<file path="config.mk">
export PLATFORM = sky130hd
export DESIGN_NAME = nfc_atom_timed_idle
export DESIGN_NICKNAME = d
export VERILOG_FILES = /design/src/rtl/nfc_atom_timed_idle_pkg.sv /design/src/rtl/nfc_atom_timed_idle_rb.sv /design/src/rtl/nfc_atom_timed_idle.sv
export SDC_FILE = /design/constraint.sdc
export NUM_CORES = 1
export LEC_CHECK = 0
export ABC_AREA = 1
export CAP_MARGIN = 20
export CELL_PAD_IN_SITES_DETAIL_PLACEMENT = 1
export CELL_PAD_IN_SITES_GLOBAL_PLACEMENT = 1
export CORE_UTILIZATION = 31
export DETAILED_ROUTE_END_ITERATION = 10
export PLACE_DENSITY_LB_ADDON = 0.2
export SYNTH_ARGS = -nofsm -noshare
export SYNTH_HDL_FRONTEND = slang
export SYNTH_SLANG_ARGS = --single-unit
</file>
<file path="constraint.sdc">
create_clock -name iSystemClock -period 1.7 [get_ports iSystemClock]
set_clock_uncertainty 0.15 [all_clocks]
set_input_delay 0.255 -clock iSystemClock [delete_from_list [all_inputs] [get_ports iSystemClock]]
set_output_delay 0.255 -clock iSystemClock [all_outputs]
set_load 0.1 [all_outputs]
</file>
<file path="src/rtl/nfc_atom_timed_idle_pkg.sv">
// Pin-bundle encodings shared by the NFC primitive-command atoms.
// Every atom drives the same PHY pin bundle, so the idle levels live here
// and are imported wherever an atom needs to park the bus.
package nfc_atom_timed_idle_pkg;

    // RE/WE 4-phase patterns for a quiet bus (strobes parked high).
    localparam logic [3:0]  WRITE_IDLE  = 4'b0011;
    localparam logic [3:0]  READ_IDLE   = 4'b0011;

    // Output-enable polarity of the PHY pads (active-low).
    localparam logic        OUT_ENABLE  = 1'b0;
    localparam logic        OUT_DISABLE = 1'b1;

    // Data and strobe levels while the bus is idle.
    localparam logic [7:0]  DQS_IDLE    = 8'h00;
    localparam logic [31:0] DQ_IDLE     = 32'h0000_0000;

    // Latch enables inactive.
    localparam logic [3:0]  ALE_IDLE    = 4'h0;
    localparam logic [3:0]  CLE_IDLE    = 4'h0;

endpackage

</file>
<file path="src/rtl/nfc_atom_timed_idle_rb.sv">
// Per-way R/B# synchronizer: an RBSyncStages-deep flop chain for every way.
// The chains clear to 0 (busy) on reset so nothing looks ready until the
// real pin level has propagated through the chain.
module nfc_rb_synchronizer #(
    parameter int NumberOfWays = 4,
    parameter int RBSyncStages = 2
) (
    input  logic                    iSystemClock,
    input  logic                    iReset,
    input  logic [NumberOfWays-1:0] iReadyBusy,
    output logic [NumberOfWays-1:0] oReadyBusySync
);

    genvar gi;
    generate
        for (gi = 0; gi < NumberOfWays; gi++) begin : g_way
            logic [RBSyncStages-1:0] chain_q;

            // Shift the raw pin level through the synchronizer chain.
            always_ff @(posedge iSystemClock or negedge iReset) begin
                if (!iReset) begin
                    chain_q <= '0;
                end else begin
                    chain_q <= {chain_q[RBSyncStages-2:0], iReadyBusy[gi]};
                end
            end

            assign oReadyBusySync[gi] = chain_q[RBSyncStages-1];
        end
    endgenerate

endmodule

</file>
<file path="src/rtl/nfc_atom_timed_idle.sv">
// Timed idle atom: parks the NAND bus in its idle pin state for a programmed
// number of cycles, optionally ending early once every selected way reports
// ready on R/B#, and flags a timeout when an R/B# wait runs out of cycles.
module nfc_atom_timed_idle
    import nfc_atom_timed_idle_pkg::*;
#(
    parameter int NumberOfWays = 4,
    parameter int TimerWidth   = 16,
    parameter int RBSyncStages = 2
) (
    input  logic                      iSystemClock,
    input  logic                      iReset,
    input  logic                      iStart,
    input  logic [NumberOfWays-1:0]   iTargetWay,
    input  logic [TimerWidth-1:0]     iNumOfCycles,
    input  logic                      iCEHold,
    input  logic                      iWaitRB,
    input  logic [NumberOfWays-1:0]   iReadyBusy,
    output logic                      oReady,
    output logic                      oLastStep,
    output logic                      oTimeout,
    output logic                      oDQSOutEnable,
    output logic                      oDQOutEnable,
    output logic [7:0]                oDQStrobe,
    output logic [31:0]               oDQ,
    output logic [2*NumberOfWays-1:0] oChipEnable,
    output logic [3:0]                oReadEnable,
    output logic [3:0]                oWriteEnable,
    output logic [3:0]                oAddressLatchEnable,
    output logic [3:0]                oCommandLatchEnable
);

    typedef enum logic [0:0] {
        ST_IDLE = 1'b0,
        ST_HOLD = 1'b1
    } state_e;

    localparam logic [TimerWidth-1:0] COUNT_ONE = TimerWidth'(1);

    state_e                    state_q,   state_d;
    logic [TimerWidth-1:0]     count_q,   count_d;
    logic [NumberOfWays-1:0]   way_q,     way_d;
    logic                      cehold_q,  cehold_d;
    logic                      waitrb_q,  waitrb_d;
    logic                      timeout_q, timeout_d;
    logic [2*NumberOfWays-1:0] ce_q,      ce_d;

    logic [NumberOfWays-1:0]   rb_sync;
    logic                      rb_all_ready;
    logic                      last_step;

    nfc_rb_synchronizer #(
        .NumberOfWays (NumberOfWays),
        .RBSyncStages (RBSyncStages)
    ) u_rb_sync (
        .iSystemClock   (iSystemClock),
        .iReset         (iReset),
        .iReadyBusy     (iReadyBusy),
        .oReadyBusySync (rb_sync)
    );

    // Unselected ways are masked to "ready", so an empty way set is
    // immediately ready and ends an R/B# wait after one hold cycle.
    assign rb_all_ready = &(rb_sync | ~way_q);

    // State, counter, latched command and registered CE pins.
    always_ff @(posedge iSystemClock or negedge iReset) begin
        if (!iReset) begin
            state_q   <= ST_IDLE;
            count_q   <= '0;
            way_q     <= '0;
            cehold_q  <= 1'b0;
            waitrb_q  <= 1'b0;
            timeout_q <= 1'b0;
            ce_q      <= '0;
        end else begin
            state_q   <= state_d;
            count_q   <= count_d;
            way_q     <= way_d;
            cehold_q  <= cehold_d;
            waitrb_q  <= waitrb_d;
            timeout_q <= timeout_d;
            ce_q      <= ce_d;
        end
    end

    // Next-state logic: accept a start in IDLE, count down in HOLD, leave
    // HOLD on ready (takes priority) or on the last counted cycle.
    always_comb begin
        state_d   = state_q;
        count_d   = count_q;
        way_d     = way_q;
        cehold_d  = cehold_q;
        waitrb_d  = waitrb_q;
        timeout_d = timeout_q;
        ce_d      = '0;
        last_step = 1'b0;

        case (state_q)
            ST_IDLE: begin
                if (iStart) begin
                    state_d   = ST_HOLD;
                    way_d     = iTargetWay;
                    // A zero length still gives one hold cycle.
                    count_d   = (iNumOfCycles == '0) ? COUNT_ONE : iNumOfCycles;
                    cehold_d  = iCEHold;
                    waitrb_d  = iWaitRB;
                    timeout_d = 1'b0;
                    ce_d      = iCEHold ? {iTargetWay, iTargetWay} : '0;
                end
            end

            ST_HOLD: begin
                count_d = count_q - COUNT_ONE;
                if (waitrb_q && rb_all_ready) begin
                    last_step = 1'b1;
                    state_d   = ST_IDLE;
                    count_d   = '0;
                end else if (count_q == COUNT_ONE) begin
                    last_step = 1'b1;
                    state_d   = ST_IDLE;
                    count_d   = '0;
                    // Ran out of cycles while still waiting for R/B#.
                    timeout_d = waitrb_q;
                end else begin
                    ce_d = cehold_q ? {way_q, way_q} : '0;
                end
            end

            default: begin
                state_d = ST_IDLE;
            end
        endcase
    end

    assign oReady    = (state_q == ST_IDLE);
    assign oLastStep = last_step;
    assign oTimeout  = timeout_q;

    // Only CE varies; every other pin sits at its idle encoding.
    assign oChipEnable         = ce_q;
    assign oDQSOutEnable       = OUT_ENABLE;
    assign oDQOutEnable        = OUT_ENABLE;
    assign oDQStrobe           = DQS_IDLE;
    assign oDQ                 = DQ_IDLE;
    assign oReadEnable         = READ_IDLE;
    assign oWriteEnable        = WRITE_IDLE;
    assign oAddressLatchEnable = ALE_IDLE;
    assign oCommandLatchEnable = CLE_IDLE;

endmodule

</file>
# Word-level counts from Yosys, hierarchy flattened
# Index checks and enable logic that the tools add are counted.
word_totals:
  output_inout_bits: 69
  word_cells: 46
  ff_bits: 40
  inputBits: 29
op_classes:
  n_addsub: 1
  n_mux: 22
  reduce_logical: 5
  bitwise: 3
  n_eq_ne: 4
op_table:
  columns: ["cell", "count"]
  rows:
  - ["2-to-1 mux 16 bit", 4]
  - ["2-to-1 mux 8 bit", 5]
  - ["one-hot mux 16 bit (2 select lines)", 1]
  - ["== test 16 x 1 -> 1 bit, second input constant", 1]
  - ["logical NOT 16 bit", 1]
  - ["one-hot mux 8 bit (2 select lines)", 1]
  - ["subtractor 16 x 1 -> 16 bit, second input constant", 1]
  - ["2-to-1 mux 1 bit", 9]
  - ["!= test 2 bit, second input constant", 2]
  - ["inverter 4 bit", 1]
  - ["OR 4 bit", 1]
  - ["one-hot mux 1 bit (2 select lines)", 2]
  - ["AND reduction 4 bit", 1]
  - ["AND reduction 3 bit", 1]
  - ["!= test 2 x 1 -> 1 bit, second input constant", 1]
  - ["AND reduction 2 bit", 1]
  - ["logical AND 1 bit", 1]
  - ["inverter 1 bit", 1]

# Depth between registers and ports, before layout
# Gate-level depths: netlist of run 1.
depth:
  depth_word: 6
  depth_mapped: 10
  ltp_nobuf: 10

# Cells and area by module
# Synthesis of run 1 repeated with hierarchy kept, for this count alone.
hier_totals:
  hier_cells: 335
  hier_area_um2: 2448.6
by_module_without_submodules:
  columns: ["mod", "seq_area_each_um2", "area_per_inst_um2", "cells_each", "instances"]
  rows:
  - ["nfc_atom_timed_idle", 700.7, 2218.4, 323, 1]
  - ["nfc_rb_synchronizer", 200.2, 230.2, 12, 1]

# Worst setup path after synthesis of run 1
# Ideal clock, no wire load.
synth_path:
  path_type: "register to output"
  startpoint: "register state_q"
  endpoint: "output oLastStep"
  path_slack_ns: -1.547
  stages_incl_launch_ff: 4
  required_ns: 1.295
  arrival_ns: 2.842
  cell_sequence: "dfrtp_1 > inv_2 > clkbuf_1 > a21oi_1"
synth_via:
  elab_chain_len: 1
synth_rtl:
  columns: ["element", "line_no", "source"]
  rows:
  - ["start: declaration", "nfc_atom_timed_idle.sv:40", "state_e state_q, state_d;"]
  - ["start signal: assignment", "nfc_atom_timed_idle.sv:77", "state_q <= state_d;"]
  - ["2-to-1 mux 1 bit", "nfc_atom_timed_idle.sv:99", "case (state_q)"]
  - ["end: declaration", "nfc_atom_timed_idle.sv:20", "output logic oLastStep,"]
# Every way passes these cells.

# Final worst setup path of run 1
layout_path:
  startpoint: "register count_q[7]"
  endpoint: "output oLastStep"
layout_via:
  elab_chain_len: 4
layout_rtl:
  columns: ["element", "line_no", "source"]
  rows:
  - ["start: declaration", "nfc_atom_timed_idle.sv:41", "logic [TimerWidth-1:0] count_q, count_d;"]
  - ["start signal: assignment", "nfc_atom_timed_idle.sv:78", "count_q <= count_d;"]
  - ["== test 16 x 1 -> 1 bit", "nfc_atom_timed_idle.sv:119", "end else if (count_q == COUNT_ONE) begin"]
  - ["2-to-1 mux 1 bit", "nfc_atom_timed_idle.sv:119", null]
  - ["2-to-1 mux 1 bit", "nfc_atom_timed_idle.sv:115", "if (waitrb_q && rb_all_ready) begin"]
  - ["2-to-1 mux 1 bit", "nfc_atom_timed_idle.sv:99", null]
# Every way passes these cells.

==> summary.md, run 1 <==
| Metric | Value |
|---|---|
| Area grow syn2layout | `43.0%` |
| Via count | `about 2300` |
| Seq cells post-synth | `36` |
| Critical Path Fanout Max | `3` |
| Failing checks | `negative setup slack` |
| Vias in the first global route | `roughly 2200` |
| CTS tree | `done` |
| I/O Buffers | `39` |
| Critical Path Source Type | `flip-flop` |
| Clock Tree Root | `clkbuf_8` |
| Final Cycle Share | `114%` |
| Register-to-Register Path Depth | `11` |
| Synth Warn # | `0` |
| Slew Limit Fails | `0` |
| Number of top-level pins | `98` |
| Vias per cell | `roughly 4.3` |
| Ys async rst share | `between 90% and 100%` |
| Layout cells sized above 1 | `31.5%` |
| Core area | `7770 um^2` |
| Fin nets | `around 460` |
| Final Hold Fails | `0` |
| Clock latency on the worst-skew pair | `310 ps` |
| Worst Path Required | `1290 ps` |
| DR pass1 iterations | `5` |
| Yosys top cell area share | `35.9%` |
| Drt drc | `0` |
| Post-synthesis cell type count | `28` |
| Worst reg-to-reg setup slack | `-150 ps` |
| Die width | `92.0 um` |
| Final wirelength | `7.31 mm` |
| DP Worst Slack | `-9.70 ps` |
| Gr ovfl total | `0` |
| Clock sinks | `36` |
| Clock slew at reported path FFs | `80 ps` |
| Status | `finished, violations left` |
| Final HPWL DP | `a little under 5 mm` |
| RSZ-0062 raised after global routing | `true` |
| Final Wtd Congestion | `between 0.8 and 0.9` |
| Die Footprint | `8470 um^2` |
| Min Clock Period, post-route | `slightly below 2000 ps` |
| Synth area leader | `dfrtp_1` |
| Post-synth top flop | `dfrtp_1` |
| End of the worst register-to-register path | `count_q[0]` |
| Max cap viols | `0` |
| First-pass GRT wire length | `10.6 mm` |
| Max rail drop VDD | `0.682 mV` |
| Fin area | `3590 um^2` |
| Pleak | `0.00175 uW` |
| Largest net degree at the start of global routing | `37` |
| Post-route setup slack | `-235 ps` |
| Final setup TNS | `-2080 ps` |
| Top post-synthesis cells by area | `dfrtp_1 36%, buf_4 19%, nand2_1 11%` |
| # rows | `32` |
| Antenna diodes | `0` |
| H-tree depth | `2` |
| Register area | `910 um^2` |
| Antenna violations before repair | `0` |
| Crit Path Class | `reg2out` |
| Synth cell count leaders | `76 x nand2_1, 63 x nor2_1, 62 x buf_4` |
| Critical Path Source | `count_q[7]` |
| Power Density | `1970 nW/um^2` |
| Critical Path End | `oLastStep` |
| Average wire per standard cell | `~14 um` |
| Area taken by multi-input logic gates | `1430 um^2` |
| Final setup violating endpoints | `21` |
| Worst Hold Class | `in2async` |
| Initial core utilization | `32.3%` |
| Cts bufs inserted | `5` |
| Worst r2r src | `count_q[0]` |
| Avg Cell Area, Syn | `~7.3 um^2` |
| Mapped Area | `2510 um^2` |
| Longest Clk Path Bufs | `2` |
| Sequential element share of the synthesized area | `35.9%` |
| Die H | `92.0 um` |
| Cell with the most instances after synthesis | `nand2_1` |
| CP endpoint kind | `primary output` |
| Critical path data arrival time | `1530 ps` |
| Fillcell total | `970` |
| Iteration-0 DRC count of the detailed router | `88` |
| Placed instance area | `3050 um^2` |
| Mapped Cells | `342` |
| Post-synth EDFFs | `0` |
| F_max | `just over 0.5 GHz` |
| Global Route Usage Sum | `16.2%` |
| WHS | `165 ps` |
| Detail Route Antenna Nets | `0` |
==> repair_timing <==
item / 4_1_cts / 5_1_grt
pin swaps: 6 / 18
hold buffers: 0 / 0
gates resized for setup: 14 / 52
setup buffers: 8 / 18
gates cloned: 1 / 1
endpoints found under the setup margin: 10 / 23
==> power by group <==
part           internal, uW  switching [uW]  total (uW)  leakage (uW)
combinational          1830            3090        4920       0.00128
sequential             1190             323        1510      0.000432
clock                   290             367         657     0.0000404
total                  3310            3780        7090       0.00175
==> final cells by class <==
cell class	count	share of cell area, %
Multi-Input combinational cell	270	39.8
Sequential cell	36	25.3
Timing Repair Buffer	85	25.3
Tap cell	102	3.55
Inverter	26	2.99
Clock buffer	5	1.92
Clock inverter	3	0.662
Timing Repair inverter	1	0.453
==> through the flow <==
stage	total power (uW)	utilization (%)	instances
4_1_cts	6180	41.8	510
2_1_floorplan	4260	-	398
6_report	7090	46.3	528
3_5_place_dp	5250	39.3	493
3_3_place_gp	5180	39.3	493
5_1_grt	7530	46.3	528
==> worst max-delay path, stage by stage (launching register included) <==
cell	delay (ps)
dfrtp_1	400
nor2_2	180
nand2_2	110
nor2_2	100
nand2_2	90
a21oi_4	150
buf_12	190
==> worst min path at each step <==
| stage | startpoint | cells after the start | slack, ps | end |
|---|---|---|---|---|
| after floorplan | iReset | 0 | -190 | cehold_q |
| after global placement | u_rb_sync.g_way[1].chain_q[0] | 0 | 180 | u_rb_sync.g_way[1].chain_q[1] |
| after detailed placement | u_rb_sync.g_way[3].chain_q[0] | 0 | 190 | u_rb_sync.g_way[3].chain_q[1] |
| after CTS | iReset | 2 | 180 | u_rb_sync.g_way[0].chain_q[0] |
| after global routing | iReset | 2 | 170 | count_q[0] |
| final | iReset | 2 | 170 | way_q[2] |
==> placed cells by master (no fill, tap or decap), types with 11 or more instances in the layout <==
cell	count
buf_12	14
inv_1	22
clkdlybuf4s50_1	28
dfrtp_1	29
nand2_1	67
conb_1	58
buf_4	36
nor2_2	11
nor2_1	50
o21ai_0	11
==> cells by family after synthesis <==
family          Yosys count  share of synthesized area (%)
compound gates           30                           7.07
other cells               2                          0.299
buf+inv                  93                           24.0
xor+xnor                  6                           2.09
flops                    36                           35.9
simple gates            173                           29.7
fa+ha+maj                 2                          0.996
==> sequential cells by signal, indices dropped and copies added, names as in the netlist <==
name / cells
cehold_q: 1
waitrb_q: 1
count_q: 16
way_q: 4
oTimeout: 1
u_rb_sync.g_way.chain_q: 8
oChipEnable: 4
state_q: 1
==> routing by layer <==
layer  routed length [um]  global-route usage [%]  share of wire [%]
met2                 3870                    29.1                 53
met3                  252                    3.15                3.4
met5                    0                       0                  0
met1                 3000                    19.0                 41
met4                  182                    5.99                2.5
(Power assumes the default switching activity.)
==> run 2, diff against run 1 <==
ABC_CLOCK_PERIOD_IN_PS = 1700   (was not set)
CTS_CLUSTER_SIZE = 10   (was not set)
==> results of run 2 <==
The final DEF is identical to that of run 1; final timing and power are the same.
==> run 3, diff against run 2 <==
GPL_TIMING_DRIVEN = 0   (was not set)
SKIP_CTS_REPAIR_TIMING = 1   (was not set)
==> run 3 against run 2 <==
  * The run still ends with negative setup slack left
  * Fmax is 0.49% lower
  * Sequential cell count is the same
  * Cell count grew 9.5%
  * Combinational power shrank 11%
  * Sequential share of layout area fell by 0.96 points
  * Total power is 3.8% lower
  * Cell area increased by 5.4%
  * Die area is the same
  * Core utilization rose by 2.5 points
  * Via count increased by 4.5%
  * Critical path depth did not move
  * Critical endpoint unchanged
==> summary.md, run 3 (synthesis gave the netlist of run 1 again) <==
| Metric | Value |
|---|---|
| Worst Hold Launch | `u_rb_sync.g_way[2].chain_q[0]` |
| Final setup TNS | `-578 ps (+1500 ps)` |
| Commonest non-fill, non-tap cell in the layout | `buf_4` |
| Final Wtd Congestion | `0.764 (-5.8%)` |
| Slew Limit Fails | `0 (unchanged)` |
| Pint | `3270 uW (-1.0%)` |
| Final std cells w/o fill | `578 (+9.5%)` |
| Vias in the first global route | `2121 (-2.8%)` |
| Switching pwr | `3550 uW (-6.2%)` |
| Power Density | `1800 nW/um^2 (-8.7%)` |
| Largest net degree at the start of global routing | `37 (unchanged)` |
| CTS tree | `done` |
| Core area | `7770 um^2 (unchanged)` |
| F_max | `0.514 GHz (-0.49%)` |
| Iteration-0 DRC count of the detailed router | `47 (-47%)` |
| WHS | `204 ps (+38.3 ps)` |
| Crit Path Class | `reg2out` |
| RSZ-0062 raised after global routing | `true` |
| Critical path's most frequent cell | `nor2_4` |
| Number of top-level pins | `98 (unchanged)` |
| Largest regs | `count_q: 16 flops, u_rb_sync.g_way.chain_q: 8 flops` |
| Critical Path Fanout Max | `4 (+1)` |
| Overall power | `6820 uW (-3.8%)` |
| Gr ovfl total | `0 (unchanged)` |
| Final setup violating endpoints | `14 (-33%)` |
| DR pass1 iterations | `4 (-1)` |
| Max cap viols | `0 (unchanged)` |
| Worst Hold Class | `reg2reg` |
| Final wirelength | `7.06 mm (-3.3%)` |
| Final Cycle Share | `114% (+0.56 points)` |
| Detail Route Antenna Nets | `0 (unchanged)` |
| Max reg flops | `16 (unchanged)` |
| Critical Path Source Type | `flip-flop` |
| Final Hold Fails | `0 (unchanged)` |
| Average wire per standard cell | `12.2 um (-12%)` |
| Min Clock Period, post-route | `1940 ps (+9.51 ps)` |
| CP max stage cell | `dfrtp_2` |
| Antenna violations before repair | `0 (unchanged)` |
| Register-to-Register Path Depth | `10 (-1)` |
| Crit path cell chain | `nor2_4 > nand2_4 > nor2_4 > nand2_2 > a21oi_4 > buf_12` |
| Cts bufs inserted | `5 (unchanged)` |
| Drt drc | `0 (unchanged)` |
| Die H | `92.0 um (unchanged)` |
| Slew headroom | `44.2%` |
| End of the worst register-to-register path | `count_q[6]` |
| Failing checks | `negative setup slack` |
| Worst Path Required | `1290 ps (about the same)` |
| Initial core utilization | `32.3% (unchanged)` |
| Layout cells sized above 1 | `37.6% (+6.1 points)` |
| Status | `finished, violations left` |
| Worst r2r src | `count_q[0]` |
| Post-route setup slack | `-244 ps (-9.51 ps)` |
| Clock sinks | `36 (unchanged)` |
| Clock Tree Root | `clkbuf_8` |
| Fin nets | `506 (+11%)` |
| Clock slew at reported path FFs | `80 ps (about the same)` |
| Critical Path End | `oLastStep` |
| Final core utilization | `48.7% (+2.5 points)` |
| Slowest stage delay, CP | `460 ps (+60 ps)` |
| Pleak | `0.00195 uW (+12%)` |
| First-pass GRT wire length | `10.1 mm (-4.9%)` |
| # rows | `32 (unchanged)` |
| Critical path data arrival time | `1540 ps (about the same)` |
| Worst reg-to-reg setup slack | `-50 ps (+100 ps)` |
| Slew @ Worst Pin | `approximately 840 ps` |
| Die Footprint | `8470 um^2 (unchanged)` |
| Gate power share | `64.5% (-4.9 points)` |
| Register name with the most flops | `count_q` |
| I/O Buffers | `39 (unchanged)` |
| Antenna diodes | `0 (unchanged)` |
| Die width | `92.0 um (unchanged)` |
| Placed cells | `539 (+9.3%)` |
| Vias per cell | `4.11 (-4.5%)` |
| Via count | `2373 (+4.5%)` |
| Max rail drop VDD | `0.549 mV (-19%)` |
| Part of the power in the clock network | `11.8% (+2.5 points)` |
| Final HPWL DP | `5.03 mm (+1.6%)` |
| CP endpoint kind | `primary output` |
| Critical Path Source | `count_q[6]` |
| Clock latency on the worst-skew pair | `300 ps (about the same)` |
| Commonest non-fill, non-tap cells in the layout | `86 x buf_4, 70 x nand2_1, 58 x conb_1, 55 x nor2_1, 27 x clkdlybuf4s50_1` |
| Area grow syn2layout | `50.7%` |
| Longest Clk Path Bufs | `2 (unchanged)` |
| H-tree depth | `2 (unchanged)` |
| Net Sw Frac | `52.0% (-1.3 points)` |
| Sequential Power Share | `23.7% (+2.4 points)` |
| Global Route Usage Sum | `15.5% (-0.74 points)` |
[run 3: changes by cell type in the layout (fill, tap and decap cells not counted), moves of 7 or more]
cell and change:
nor2_2 -7, buf_12 -10, dfrtp_2 +10, dfrtp_1 -10
buf_4 +50, clkbuf_2 +9
[run 3: worst min-delay path by stage]
stage / endpoint / slack (ps) / cells after the start
after floorplan: cehold_q / -190 / 0
after global placement: u_rb_sync.g_way[3].chain_q[1] / 180 / 0
after detailed placement: u_rb_sync.g_way[3].chain_q[1] / 190 / 0
after CTS: u_rb_sync.g_way[2].chain_q[0] / -70 / 1
after global routing: u_rb_sync.g_way[2].chain_q[1] / 210 / 0
final: u_rb_sync.g_way[2].chain_q[1] / 200 / 0
[run 3: stage by stage]
stage,area [um^2],worst slack (ps)
floorplan,2750,-129
global placement,3270,-942
detailed placement,3260,-950
CTS,3380,-1320
global route,3790,-311
finish,3790,-244
[run 3: metal layers]
layer / wire length, um / GRT usage (%)
met4: 109 / 5.21
met3: 283 / 2.82
met2: 3760 / 27.7
met5: 0 / 0
met1: 2910 / 18.5
[run 3: cell type report]
type                    instances  area [um^2]
inverters                      26          108
well taps                     102          128
flip-flops and latches         36          922
repair buffers                 70          641
clock buffers                   5         68.8
fillers                       975         3980
clock inverters                 3         46.3
plain buffers                  67          513
multi-input cells             269         1360
[run 3: power by group through the flow]
stage	sequential (uW)	clock [uW]	combinational [uW]
3_5_place_dp	1560	0	3400
2_1_floorplan	1680	0	2580
5_1_grt	1660	850	4710
4_1_cts	1550	819	3420
3_3_place_gp	1540	0	3340
6_report	1620	807	4400
[run 3: critical path: cells and delay by family (launching register included)]
| family | cells | cell delay (ps) |
|---|---|---|
| AND/OR/NAND/NOR | 4 | 430 |
| AO/OA/AOI/OAI | 1 | 160 |
| buffers and inverters | 1 | 190 |
| flip-flops | 1 | 460 |
